File: src/rtl/branch_resolve_unit.sv
// Branch resolve unit: in-order queue of FE speculative predictions, checked against execute.
// Optional saturating statistics counters are built when BRANCH_STATS_EN is defined.
module branch_resolve_unit #(
  parameter int PC_W         = 16,
  parameter int DEPTH        = 4,
  parameter int FLUSH_CYCLES = 2,
  parameter int CNT_W        = 16
) (
  input  logic                     clk_i,
  input  logic                     reset_n_i,
  input  logic                     spec_v_i,
  input  logic                     spec_taken_i,
  input  logic [PC_W-1:0]          spec_alt_pc_i,
  output logic                     spec_ready_o,
  input  logic                     resolve_v_i,
  input  logic                     resolve_taken_i,
  input  logic                     resolve_is_bx_i,
  input  logic [PC_W-1:0]          resolve_target_i,
  output logic                     redirect_v_o,
  output logic [PC_W-1:0]          redirect_pc_o,
  output logic                     flush_o,
  output logic [$clog2(DEPTH):0]   outstanding_o,
  output logic [CNT_W-1:0]         mispredict_cnt_o,
  output logic [CNT_W-1:0]         resolved_cnt_o
);

  localparam int PTR_W = $clog2(DEPTH);
  localparam int OCC_W = PTR_W + 1;
  localparam int FC_W  = (FLUSH_CYCLES > 1) ? $clog2(FLUSH_CYCLES) : 1;

  localparam logic [PTR_W-1:0] PTR_ONE  = PTR_W'(1);
  localparam logic [OCC_W-1:0] OCC_ONE  = OCC_W'(1);
  localparam logic [OCC_W-1:0] OCC_FULL = OCC_W'(DEPTH);
  localparam logic [FC_W-1:0]  FC_ONE   = FC_W'(1);
  localparam logic [FC_W-1:0]  FC_LOAD  = FC_W'(FLUSH_CYCLES - 1);

  typedef enum logic {ST_RUN, ST_FLUSH} state_e;

  typedef struct packed {
    logic            taken;
    logic [PC_W-1:0] alt_pc;
  } rec_t;

  state_e            state_q, state_d;
  rec_t              mem_q [DEPTH];
  rec_t              mem_d [DEPTH];
  logic [PTR_W-1:0]  wr_ptr_q, wr_ptr_d;
  logic [PTR_W-1:0]  rd_ptr_q, rd_ptr_d;
  logic [OCC_W-1:0]  count_q, count_d;
  logic [FC_W-1:0]   flush_cnt_q, flush_cnt_d;
  logic              redirect_v_q, redirect_v_d;
  logic [PC_W-1:0]   redirect_pc_q, redirect_pc_d;

  rec_t head;
  logic push, resolve_acc, mispredict;

  assign head         = mem_q[rd_ptr_q];
  // Readiness looks only at registered count: a same-cycle pop never frees a slot.
  assign spec_ready_o = (state_q == ST_RUN) && (count_q < OCC_FULL);
  assign push         = spec_v_i && spec_ready_o;
  assign resolve_acc  = resolve_v_i && (state_q == ST_RUN) && (count_q != '0);
  // A taken exchange branch always redirects: the FE never knows its target.
  assign mispredict   = resolve_acc &&
                        ((resolve_taken_i != head.taken) || (resolve_is_bx_i && resolve_taken_i));

  always_comb begin
    state_d       = state_q;
    mem_d         = mem_q;
    wr_ptr_d      = wr_ptr_q;
    rd_ptr_d      = rd_ptr_q;
    count_d       = count_q;
    flush_cnt_d   = flush_cnt_q;
    redirect_v_d  = 1'b0;
    redirect_pc_d = redirect_pc_q;
    case (state_q)
      ST_RUN: begin
        if (mispredict) begin
          // Everything still queued (and any same-cycle push) is younger: drop it.
          state_d       = ST_FLUSH;
          flush_cnt_d   = FC_LOAD;
          rd_ptr_d      = wr_ptr_q;
          count_d       = '0;
          redirect_v_d  = 1'b1;
          redirect_pc_d = resolve_is_bx_i ? resolve_target_i : head.alt_pc;
        end else begin
          if (push) begin
            mem_d[wr_ptr_q] = '{taken: spec_taken_i, alt_pc: spec_alt_pc_i};
            wr_ptr_d        = wr_ptr_q + PTR_ONE;
          end
          if (resolve_acc) begin
            rd_ptr_d = rd_ptr_q + PTR_ONE;
          end
          if (push && !resolve_acc) begin
            count_d = count_q + OCC_ONE;
          end else if (!push && resolve_acc) begin
            count_d = count_q - OCC_ONE;
          end
        end
      end
      ST_FLUSH: begin
        if (flush_cnt_q == '0) begin
          state_d = ST_RUN;
        end else begin
          flush_cnt_d = flush_cnt_q - FC_ONE;
        end
      end
      default: state_d = ST_RUN;
    endcase
  end

  always_ff @(posedge clk_i or negedge reset_n_i) begin
    if (!reset_n_i) begin
      state_q       <= ST_RUN;
      wr_ptr_q      <= '0;
      rd_ptr_q      <= '0;
      count_q       <= '0;
      flush_cnt_q   <= '0;
      redirect_v_q  <= 1'b0;
      redirect_pc_q <= '0;
    end else begin
      state_q       <= state_d;
      wr_ptr_q      <= wr_ptr_d;
      rd_ptr_q      <= rd_ptr_d;
      count_q       <= count_d;
      flush_cnt_q   <= flush_cnt_d;
      redirect_v_q  <= redirect_v_d;
      redirect_pc_q <= redirect_pc_d;
    end
  end

  // Payload storage needs no reset; occupancy is tracked by the pointers and count.
  always_ff @(posedge clk_i) begin
    mem_q <= mem_d;
  end

  assign redirect_v_o  = redirect_v_q;
  assign redirect_pc_o = redirect_pc_q;
  assign flush_o       = (state_q == ST_FLUSH);
  assign outstanding_o = count_q;

`ifdef BRANCH_STATS_EN
  localparam logic [CNT_W-1:0] CNT_ONE = CNT_W'(1);

  logic [CNT_W-1:0] res_cnt_q, res_cnt_d;
  logic [CNT_W-1:0] mis_cnt_q, mis_cnt_d;

  always_comb begin
    res_cnt_d = res_cnt_q;
    mis_cnt_d = mis_cnt_q;
    if (resolve_acc && (res_cnt_q != '1)) begin
      res_cnt_d = res_cnt_q + CNT_ONE;
    end
    if (mispredict && (mis_cnt_q != '1)) begin
      mis_cnt_d = mis_cnt_q + CNT_ONE;
    end
  end

  always_ff @(posedge clk_i or negedge reset_n_i) begin
    if (!reset_n_i) begin
      res_cnt_q <= '0;
      mis_cnt_q <= '0;
    end else begin
      res_cnt_q <= res_cnt_d;
      mis_cnt_q <= mis_cnt_d;
    end
  end

  assign resolved_cnt_o   = res_cnt_q;
  assign mispredict_cnt_o = mis_cnt_q;
`else
  assign resolved_cnt_o   = '0;
  assign mispredict_cnt_o = '0;
`endif

endmodule

File: config.mk
export PLATFORM = sky130hd
export DESIGN_NAME = branch_resolve_unit
export DESIGN_NICKNAME = d
export VERILOG_FILES = /design/src/rtl/branch_resolve_unit.sv
export SDC_FILE = /design/constraint.sdc
export NUM_CORES = 1
export LEC_CHECK = 0
export CAP_MARGIN = 20
export CORE_MARGIN = 2
export CORE_UTILIZATION = 45
export DETAILED_ROUTE_END_ITERATION = 12
export PLACE_DENSITY = 0.82
export SYNTH_ARGS = -nofsm -noshare
export SYNTH_HDL_FRONTEND = slang
export SYNTH_SLANG_ARGS = --single-unit
File: constraint.sdc
create_clock -name clk_i -period 2.8 [get_ports clk_i]
set_clock_uncertainty 0.2 [all_clocks]
set_input_delay 0.42 -clock clk_i [delete_from_list [all_inputs] [get_ports clk_i]]
set_output_delay 0.42 -clock clk_i [all_outputs]
set_load 0.05 [all_outputs]
==> metrics.yaml, run 1 <==
die:
  die-area_sq_um: 10200
  fp.dieH_microns: 101
  rows: 35
  start_util_pct: 46.2
  floorplan.core_area_sq_um: 9200
  dieWidth_microns: 101
  pin_count: 93
cells_and_area:
  diodes: 0
  synthToLayoutAreaGrowth_pct: 20.4
  drive_gt1_share_pct: 24.5
  nFillCells: 723
  final_nets: 362
  final_util_pct: 55.6
critical_path:
  crit_type: "reg2reg"
  critPathLaunchType: "register"
  r2r_setup_slack_ns: 0.25
  crit_fanout: 9
  slowest_stage: "dfrtp_1"
  ff2ff_path_depth: 5
  worstPathArrival_ns: 2.42
  end_kind: "register"
  cp-startpoint: "rd_ptr_q[1]$_DFFE_PN0P_"
  reg2reg_to: "mem_q[53]$_DFFE_PP_"
  r2r-start: "rd_ptr_q[1]$_DFFE_PN0P_"
  slowest_delay_ns: 0.64
  crit_required_ns: 2.67
  crit_chain: "mux2i_1, mux2i_2, a31oi_1, and2_1, buf_4"
synthesis:
  synthMuxAreaShare_pct: 20.2
  synth_top_cells_by_area: "edfxtp_1 (48%), dfrtp_1 (15%), buf_4 (5.7%)"
  async_reset_ff_share_pct: 27.7
  synth_area_sq_um: 4250
  synth-adder-area-share_pct: 1.65
  synthCells: 242
  yosys_warnings: 0
  ys_seq_area_share_pct: 63.4
  yosysMostFrequentCell: "edfxtp_1"
  synth_xor_area_share_pct: 0.206
  synth_edf_count: 68
  yosys.area_share.simple_pct: 4.30
  synth_compound_area_share_pct: 1.59
  synthFlopType: "edfxtp_1"
  synth_top_area_share_pct: 48.1
  yosysTopAreaCell: "edfxtp_1"
  synth_top_family_by_area: "multiplexers"
  syn_avg_cell_area_sq_um: 17.5
  ys_seq_elements: 94
  synth_cell_type_count: 41
  synth_commonest_cells: "edfxtp_1 (68), buf_4 (32), dfrtp_1 (26), mux2_2 (17), mux2_4 (15)"
routing:
  drcViolationCount: 0
  wl_per_cell_microns: 17.3
  via_per_inst: 5.06
  dr.pass1.iters: 4
  drt_iter0_drc: 176
  finalWirelength_microns: 7520
  vias: 2197
  drtAntennaViolNets: 0
cts:
  cts_max_path_buffers: 2
  clock_sinks: 94
  root_buffer: "clkbuf_8"
  clk_latency_ns: 0.35
  cts_made_buffers: 9
  cts_hold_buf: 0
  cts_resized: 0
  htreeDepth: 3
  post_cts_buffers: 0
  cts_tree: "yes"
  clkTransAtPathRegs_ns: 0.09
place:
  dp_hpwl_microns: 5140
  port_buffers: 60
  globalplace.congestion: 0.711
hold_path:
  hold_path.class: "in2async"
grt:
  antenna_found_initial: 0
  gr-total-overflow: 0
  grt_pass1_vias: 2220
  grt_max_degree: 27
  grtUsageTotal_pct: 15.9
  grt_pass1_wl_microns: 11900
power_and_ir_drop:
  p_per_area_nw_per_um2: 1020
  irDropWorstVdd_uv: 479
  total_power_uw: 5240
  p_leak_uw: 0.00192
sta:
  hold_viol_final: 0
  max_freq_ghz: 0.392
  setup_violations: 0
  tightest_slew_ns: 0.511
  maxSlewViolCount: 0
  fin_crit_ns: 2.55
  period_share_pct: 91.2
  rsz0062_at_grt: "false"
  relSlewSlack_pct: 65.8
  fin_tns_setup_ns: 0
flow_run:
  cap_viol_max_count: 0
run_status:
  status: "finished, final reports clean"
[how the worst max path moves through the flow]
stage,slack [ns],cells past startpoint,endpoint
2_1_floorplan,0.16,4,mem_q[0]$_DFFE_PP_
3_3_place_gp,0.10,6,mem_q[24]$_DFFE_PP_
3_5_place_dp,0.009,7,outstanding_o[2]$_DFFE_PN0P_
4_1_cts,0.23,5,mem_q[53]$_DFFE_PP_
5_1_grt,0.06,5,mem_q[53]$_DFFE_PP_
6_report,0.25,5,mem_q[53]$_DFFE_PP_
[worst max-delay path: cells and delay by family (launching register included)]
family | cells | cell delay (ns)
flops | 1 | 0.64
buf+inv | 1 | 0.18
simple gates | 1 | 0.28
compound gates | 1 | 0.44
mux | 2 | 0.52
[sequential cells by signal (all words and copies together) (netlist names)]
signal / cells
mem_q: 68
redirect_pc_o: 16
outstanding_o: 3
rd_ptr_q: 2
wr_ptr_q: 2
flush_cnt_q: 1
flush_o: 1
redirect_v_o: 1
[per-layer routing]
metal / global-route usage (%) / up-vias / part of all wire, %
met3: 4.28 / 11 / 6.0
met4: 5.20 / 0 / 1.6
met2: 24.0 / 90 / 47
met5: 0 / - / 0
li1: - / 1011 / -
met1: 22.5 / 1085 / 45
[area by class of cell]
class                           instances  area (sq um)  area share, %
Clock buffer                            9           124           2.42
Clock inverter                          7          72.6           1.42
Inverter                                7          31.3          0.612
Multi-Input combinational cell        132          1310           25.6
Sequential cell                        94          2690           52.7
Tap cell                              111           139           2.72
Timing Repair Buffer                   74           743           14.5
[power by group]
group / switching (uW) / internal [uW]
Clock: 470 / 414
Combinational: 1310 / 1020
Sequential: 187 / 1830
Total: 1970 / 3270
[stage by stage]
stage               hold WS, ns  cells  setup slack [ns]  cell area (sq um)
finish                    0.250    434             0.246               5110
global route              0.279    434            0.0575               5110
CTS                       0.262    434             0.229               5110
detailed placement        0.271    418           0.00881               4920
global placement          0.259    418             0.101               4920
floorplan               -0.0756    273             0.155               4360
[placed cells by master, fill, tap and decap left out, types with 2 or more instances in the layout]
cell	Yosys	final
a31oi_1	2	2
and2_1	4	4
buf_12	2	3
buf_4	32	11
clkbuf_8	1	9
clkdlybuf4s50_1	0	60
clkinv_2	0	2
clkinv_4	1	2
clkinvlp_4	0	2
conb_1	1	32
dfrtp_1	26	26
edfxtp_1	68	68
ha_1	4	4
inv_1	6	6
mux2_2	17	17
mux2_4	15	15
mux2i_2	3	3
mux4_1	8	8
mux4_2	8	8
nand2_1	6	6
nand2b_1	2	2
nand4_1	2	2
nor2_1	3	2
nor3_1	4	4
nor3b_1	3	3
o21ai_0	3	3
or2_2	2	2
[cells by family after synthesis]
| group | Yosys count |
|---|---|
| simple gates | 32 |
| flops | 94 |
| xor+xnor | 1 |
| fa+ha+maj | 5 |
| other cells | 1 |
| mux | 52 |
| buf+inv | 47 |
| compound gates | 10 |
Note: power is estimated with default switching activity, not from simulation.
==> run 2: changes to the inputs <==
--- a/config.mk
+++ b/config.mk
@@ -9,7 +9,7 @@
 export CORE_MARGIN = 2
 export CORE_UTILIZATION = 45
 export DETAILED_ROUTE_END_ITERATION = 12
-export PLACE_DENSITY = 0.82
+export PLACE_DENSITY = 0.72
 export SYNTH_ARGS = -nofsm -noshare
 export SYNTH_HDL_FRONTEND = slang
 export SYNTH_SLANG_ARGS = --single-unit
==> constraint.sdc (replaced) <==
create_clock -name clk_i -period 2.6 [get_ports clk_i]
set_clock_uncertainty 0.2 [all_clocks]
set_input_delay 0.39 -clock clk_i [delete_from_list [all_inputs] [get_ports clk_i]]
set_output_delay 0.39 -clock clk_i [all_outputs]
set_load 0.05 [all_outputs]
==> run 2 against run 1 <==
Die area stayed put. Setup slack gained 0.0090 ns. Sequential share of layout area shrank 0.64 points. Critical path type is now reg2out. Highest routed layer unchanged.
==> metrics.yaml, run 2 (synthesis gave the netlist of run 1 again) <==
run_status:
  status: "finished, final reports clean"
place:
  port_buffers: 60  # unchanged
  globalplace.congestion: 0.733  # +3.1%
  dp_hpwl_microns: 5230  # +1.6%
  place_inst: 425  # +1.7%
cells_and_area:
  diodes: 0  # unchanged
  final_nets: 369  # +1.9%
  largest-register: "mem_q"
  layout_common_cells: "edfxtp_1 (68), clkdlybuf4s50_1 (60), conb_1 (32)"
  largest_reg_flops: 68  # unchanged
  drive_gt1_share_pct: 26.1  # +1.6 points
  layout.cells.non_filler: 441  # +1.6%
  synthToLayoutAreaGrowth_pct: 21.9
  final_common_cell: "edfxtp_1"
power_and_ir_drop:
  p_leak_uw: 0.00197  # +2.5%
  p_clk_share_pct: 17.2  # +0.3 points
  p_seq_share_pct: 37.9  # -0.7 points
  swShare_pct: 37.5  # -0.16 points
  power_switching_uw: 2140  # +8.7%
  p_comb_share_pct: 44.9  # +0.3 points
  p_per_area_nw_per_um2: 1110  # +7.9%
  irDropWorstVdd_uv: 686  # +43%
  p_int_uw: 3580  # +9.5%
routing:
  vias: 2225  # +1.3%
  finalWirelength_microns: 7570  # +0.65%
  drtAntennaViolNets: 0  # unchanged
  drt_iter0_drc: 98  # -44%
  dr.pass1.iters: 4  # unchanged
  drcViolationCount: 0  # unchanged
  wl_per_cell_microns: 17.2  # -0.95%
  via_per_inst: 5.05  # -0.33%
die:
  rows: 35  # unchanged
  dieWidth_microns: 101  # unchanged
  fp.dieH_microns: 101  # unchanged
  start_util_pct: 46.2  # unchanged
  die-area_sq_um: 10200  # unchanged
  floorplan.core_area_sq_um: 9200  # unchanged
  pin_count: 93  # unchanged
critical_path:
  crit_required_ns: 2.01  # -0.66 ns
  critPathLaunchType: "register"
  crit_type: "reg2out"
  crit_chain: "nor2_4, clkdlybuf4s50_1"
  worstPathArrival_ns: 1.75  # -0.67 ns
  cp.depth: 2  # -3
  slowest_stage: "clkdlybuf4s50_1"
  ff2ff_path_depth: 5  # unchanged
  crit_buf_inv: 1  # unchanged
  end_kind: "primary output"
  slowest_delay_ns: 0.80  # +0.16 ns
  crit_family: "buffers and inverters"
  crit_fanout: 6  # -3
sta:
  rsz0062_at_grt: "false"
  relSlewSlack_pct: 66.6  # +0.77 points
  fin_crit_ns: 2.34
  hold_viol_final: 0  # unchanged
  setup_violations: 0  # unchanged
  period_share_pct: 90.2
  maxSlewViolCount: 0  # unchanged
  fin_tns_setup_ns: 0  # unchanged
  tightest_slew_ns: 0.499  # -0.0115 ns
  max_freq_ghz: 0.426
hold_path:
  hold_path.class: "in2async"
cts:
  cts_made_buffers: 9  # unchanged
  post_cts_buffers: 0  # unchanged
  cts_max_path_buffers: 2  # unchanged
  htreeDepth: 3  # unchanged
  cts_hold_buf: 0  # unchanged
  cts_tree: "yes"
  cts_resized: 0  # unchanged
  root_buffer: "clkbuf_8"
  clk_latency_ns: 0.35  # about the same
  clkTransAtPathRegs_ns: 0.10  # about the same
  clock_sinks: 94  # unchanged
grt:
  grtUsageTotal_pct: 16.0  # +0.12 points
  grt_pass1_wl_microns: 11900  # +0.40%
  grt_max_degree: 27  # unchanged
  grt_pass1_vias: 2315  # +4.3%
  gr-total-overflow: 0  # unchanged
  antenna_found_initial: 0  # unchanged
flow_run:
  cap_viol_max_count: 0  # unchanged
## run 2: layer usage
metal / vias to the layer above / GRT usage, % / share of wire (%)
li1: 1015 / - / -
met1: 1128 / 21.1 / 45
met2: 73 / 26.2 / 49
met3: 9 / 3.93 / 4.3
met4: 0 / 5.30 / 1.1
met5: - / 0 / 0
## run 2: power groups by stage
stage / registers [uW] / clock network, uW / logic, uW
floorplan: 2730 / 0 / 1340
global placement: 2190 / 0 / 2540
detailed placement: 2200 / 0 / 2590
CTS: 2180 / 1010 / 2600
global route: 2220 / 1060 / 2740
finish: 2170 / 985 / 2570
## run 2: final cells by class
class                      instances  area [sq um]
timing repair buffer              81           796
sequential                        94          2690
clock buffer                       9           124
inverter                           7          31.3
multi-input combinational        132          1320
tap                              111           139
clock inverter                     7          77.6
fill                             762          4020
## run 2: path summary, 6_finish.rpt
kind                                               from                            end  slack (ns)
min in group clk_i              flush_cnt_q$_DFFE_PN0P_              flush_o$_DFF_PN0_        0.29
min reg2reg                     flush_cnt_q$_DFFE_PN0P_              flush_o$_DFF_PN0_        0.29
max reg2reg                outstanding_o[2]$_DFFE_PN0P_             mem_q[3]$_DFFE_PP_        0.27
min                                           reset_n_i  redirect_pc_o[12]$_DFFE_PN0P_        0.22
max                        outstanding_o[2]$_DFFE_PN0P_                   spec_ready_o        0.26
max in group asynchronous                     reset_n_i        rd_ptr_q[1]$_DFFE_PN0P_        1.70
## run 2: through the flow
stage / hold slack [ns] / util (%) / worst slack [ns] / total power, uW / instance area, sq um
CTS: 0.216 / 56.3 / 0.229 / 5790 / 5170
detailed placement: 0.280 / 54.1 / 0.0134 / 4790 / 4970
finish: 0.218 / 56.3 / 0.255 / 5720 / 5170
floorplan: -0.106 / - / 0.0159 / 4080 / 4370
global route: 0.227 / 56.3 / 0.110 / 6020 / 5170
global placement: 0.275 / 54.1 / 0.0605 / 4740 / 4970
==> run 3: changes to the inputs <==
--- a/config.mk
+++ b/config.mk
@@ -7,9 +7,9 @@
 export LEC_CHECK = 0
 export CAP_MARGIN = 20
 export CORE_MARGIN = 2
-export CORE_UTILIZATION = 45
+export CORE_UTILIZATION = 51
 export DETAILED_ROUTE_END_ITERATION = 12
-export PLACE_DENSITY = 0.72
+export PLACE_DENSITY = 0.8
 export SYNTH_ARGS = -nofsm -noshare
 export SYNTH_HDL_FRONTEND = slang
 export SYNTH_SLANG_ARGS = --single-unit
==> run 3 against run 2 <==
Non-clock buffer count down 1. Critical path depth unchanged. Setup slack improved by 0.00077 ns. Critical endpoint unchanged. Worst hold slack worse by 0.0070 ns.
==> metrics.yaml, run 3 (synthesis gave the netlist of run 1 again) <==
run_status:
  status: "finished, final reports clean"
cts:
  clock_sinks: 94  # unchanged
  clk_latency_ns: 0.36  # about the same
  clkTransAtPathRegs_ns: 0.09  # about the same
  cts_tree: "yes"
  cts_made_buffers: 9  # unchanged
  htreeDepth: 3  # unchanged
  cts_hold_buf: 0  # unchanged
  cts_max_path_buffers: 2  # unchanged
  root_buffer: "clkbuf_8"
critical_path:
  cp-startpoint: "outstanding_o[2]$_DFFE_PN0P_"
  end_kind: "primary output"
  crit_chain: "nor2_4, clkdlybuf4s50_1"
  critPathLaunchType: "register"
  slowest_delay_ns: 0.80  # about the same
  crit_required_ns: 2.01  # about the same
  crit_type: "reg2out"
  slowest_stage: "clkdlybuf4s50_1"
  worstPathArrival_ns: 1.75  # about the same
  crit_family: "buffers and inverters"
  crit_buf_inv: 1  # unchanged
  r2r_setup_slack_ns: 0.33  # +0.06 ns
  crit_fanout: 6  # unchanged
  r2r-start: "rd_ptr_q[1]$_DFFE_PN0P_"
grt:
  gr-total-overflow: 0  # unchanged
  grt_pass1_vias: 2238  # -3.3%
  antenna_found_initial: 0  # unchanged
  grt_pass1_wl_microns: 11500  # -3.9%
  grtUsageTotal_pct: 17.6  # +1.6 points
  grt_max_degree: 27  # unchanged
die:
  rows: 33  # -5.7%
  start_util_pct: 52.2  # +6.0 points
  pin_count: 93  # unchanged
  fp.dieH_microns: 95.2  # -5.8%
  dieWidth_microns: 95.2  # -5.8%
  floorplan.core_area_sq_um: 8130  # -12%
  die-area_sq_um: 9070  # -11%
cells_and_area:
  largest_reg_flops: 68  # unchanged
  final_common_cell: "edfxtp_1"
  nFillCells: 577  # -24%
  largest-register: "mem_q"
  synthToLayoutAreaGrowth_pct: 21.0
  layout.cells.non_filler: 434  # -1.6%
  final_nets: 368  # -0.27%
  layout_common_cells: "edfxtp_1 (68), clkdlybuf4s50_1 (60), conb_1 (32)"
  final_util_pct: 63.1  # +6.9 points
  diodes: 0  # unchanged
  drive_gt1_share_pct: 25.8  # -0.22 points
routing:
  wl_per_cell_microns: 16.8  # -2.1%
  dr.pass1.iters: 4  # unchanged
  finalWirelength_microns: 7290  # -3.7%
  vias: 2187  # -1.7%
  drcViolationCount: 0  # unchanged
  drtAntennaViolNets: 0  # unchanged
  via_per_inst: 5.04  # -0.12%
  drt_iter0_drc: 113  # +15%
sta:
  maxSlewViolCount: 0  # unchanged
  max_freq_ghz: 0.427  # about the same
  rsz0062_at_grt: "false"
  relSlewSlack_pct: 66.1  # -0.56 points
  fin_tns_setup_ns: 0  # unchanged
  setup_violations: 0  # unchanged
  period_share_pct: 90.2  # about the same
  tightest_slew_ns: 0.508  # +0.00839 ns
  fin_crit_ns: 2.34  # -0.000768 ns
  hold_viol_final: 0  # unchanged
power_and_ir_drop:
  p_per_area_nw_per_um2: 1090  # -1.7%
  p_leak_uw: 0.00195  # -0.84%
  irDropWorstVdd_uv: 479  # -30%
place:
  port_buffers: 60  # unchanged
  dp_hpwl_microns: 5110  # -2.1%
  place_inst: 418  # -1.6%
  globalplace.congestion: 0.748  # +2.0%
flow_run:
  cap_viol_max_count: 0  # unchanged
hold_path:
  hold_path.class: "in2async"
## run 3: cell count changes in the layout (fill, tap and decap cells not counted), sizes merged
cell / previous run / this run
clkinv: 3 / 5
buf: 21 / 20
bufinv: 1 / 0
inv: 10 / 9
## run 3: layer usage
layer,up-vias,share of wire (%),track usage [%]
li1,1017,-,-
met1,1082,42,23.4
met2,81,52,28.5
met3,7,4.8,2.21
met4,0,1.4,9.42
met5,-,0,0
## run 3: layout make-up
type / count / area (sq um) / share of cell area (%)
Tap cell: 105 / 131 / 2.56
Multi-Input combinational cell: 132 / 1320 / 25.7
Clock buffer: 9 / 124 / 2.41
Sequential cell: 94 / 2690 / 52.4
Timing Repair Buffer: 80 / 788 / 15.4
Inverter: 7 / 31.3 / 0.609
Clock inverter: 7 / 47.5 / 0.926
## run 3: what timing repair did
| item | CTS | global route |
|---|---|---|
| setup buffers | 0 | 0 |
| resized for setup | 0 | 1 |
| endpoints found under the setup margin | 0 | 39 |
## run 3: power by group
group | switching, uW | internal (uW)
registers | 206 | 1970
logic | 1410 | 1140
clock network | 503 | 353
## run 3: path summary, 6_finish.rpt
kind / end / cells past startpoint
setup / recovery: spec_ready_o / 2
hold / removal: redirect_pc_o[5]$_DFFE_PN0P_ / 2
setup reg to reg: redirect_pc_o[6]$_DFFE_PN0P_ / 6
hold reg to reg: flush_o$_DFF_PN0_ / 2
max in group asynchronous: redirect_pc_o[7]$_DFFE_PN0P_ / 2
min in group clk_i: flush_o$_DFF_PN0_ / 2
## run 3: stage by stage
step                hold slack [ns]  setup slack, ns  cell area, sq um  power [uW]
floorplan                    -0.106           0.0159              4370        4080
global placement              0.263           0.0217              4960        4710
detailed placement            0.279           0.0516              4960        4760
CTS                           0.215            0.251              5130        5640
global route                  0.248            0.111              5130        5860
finish                        0.211            0.256              5130        5580
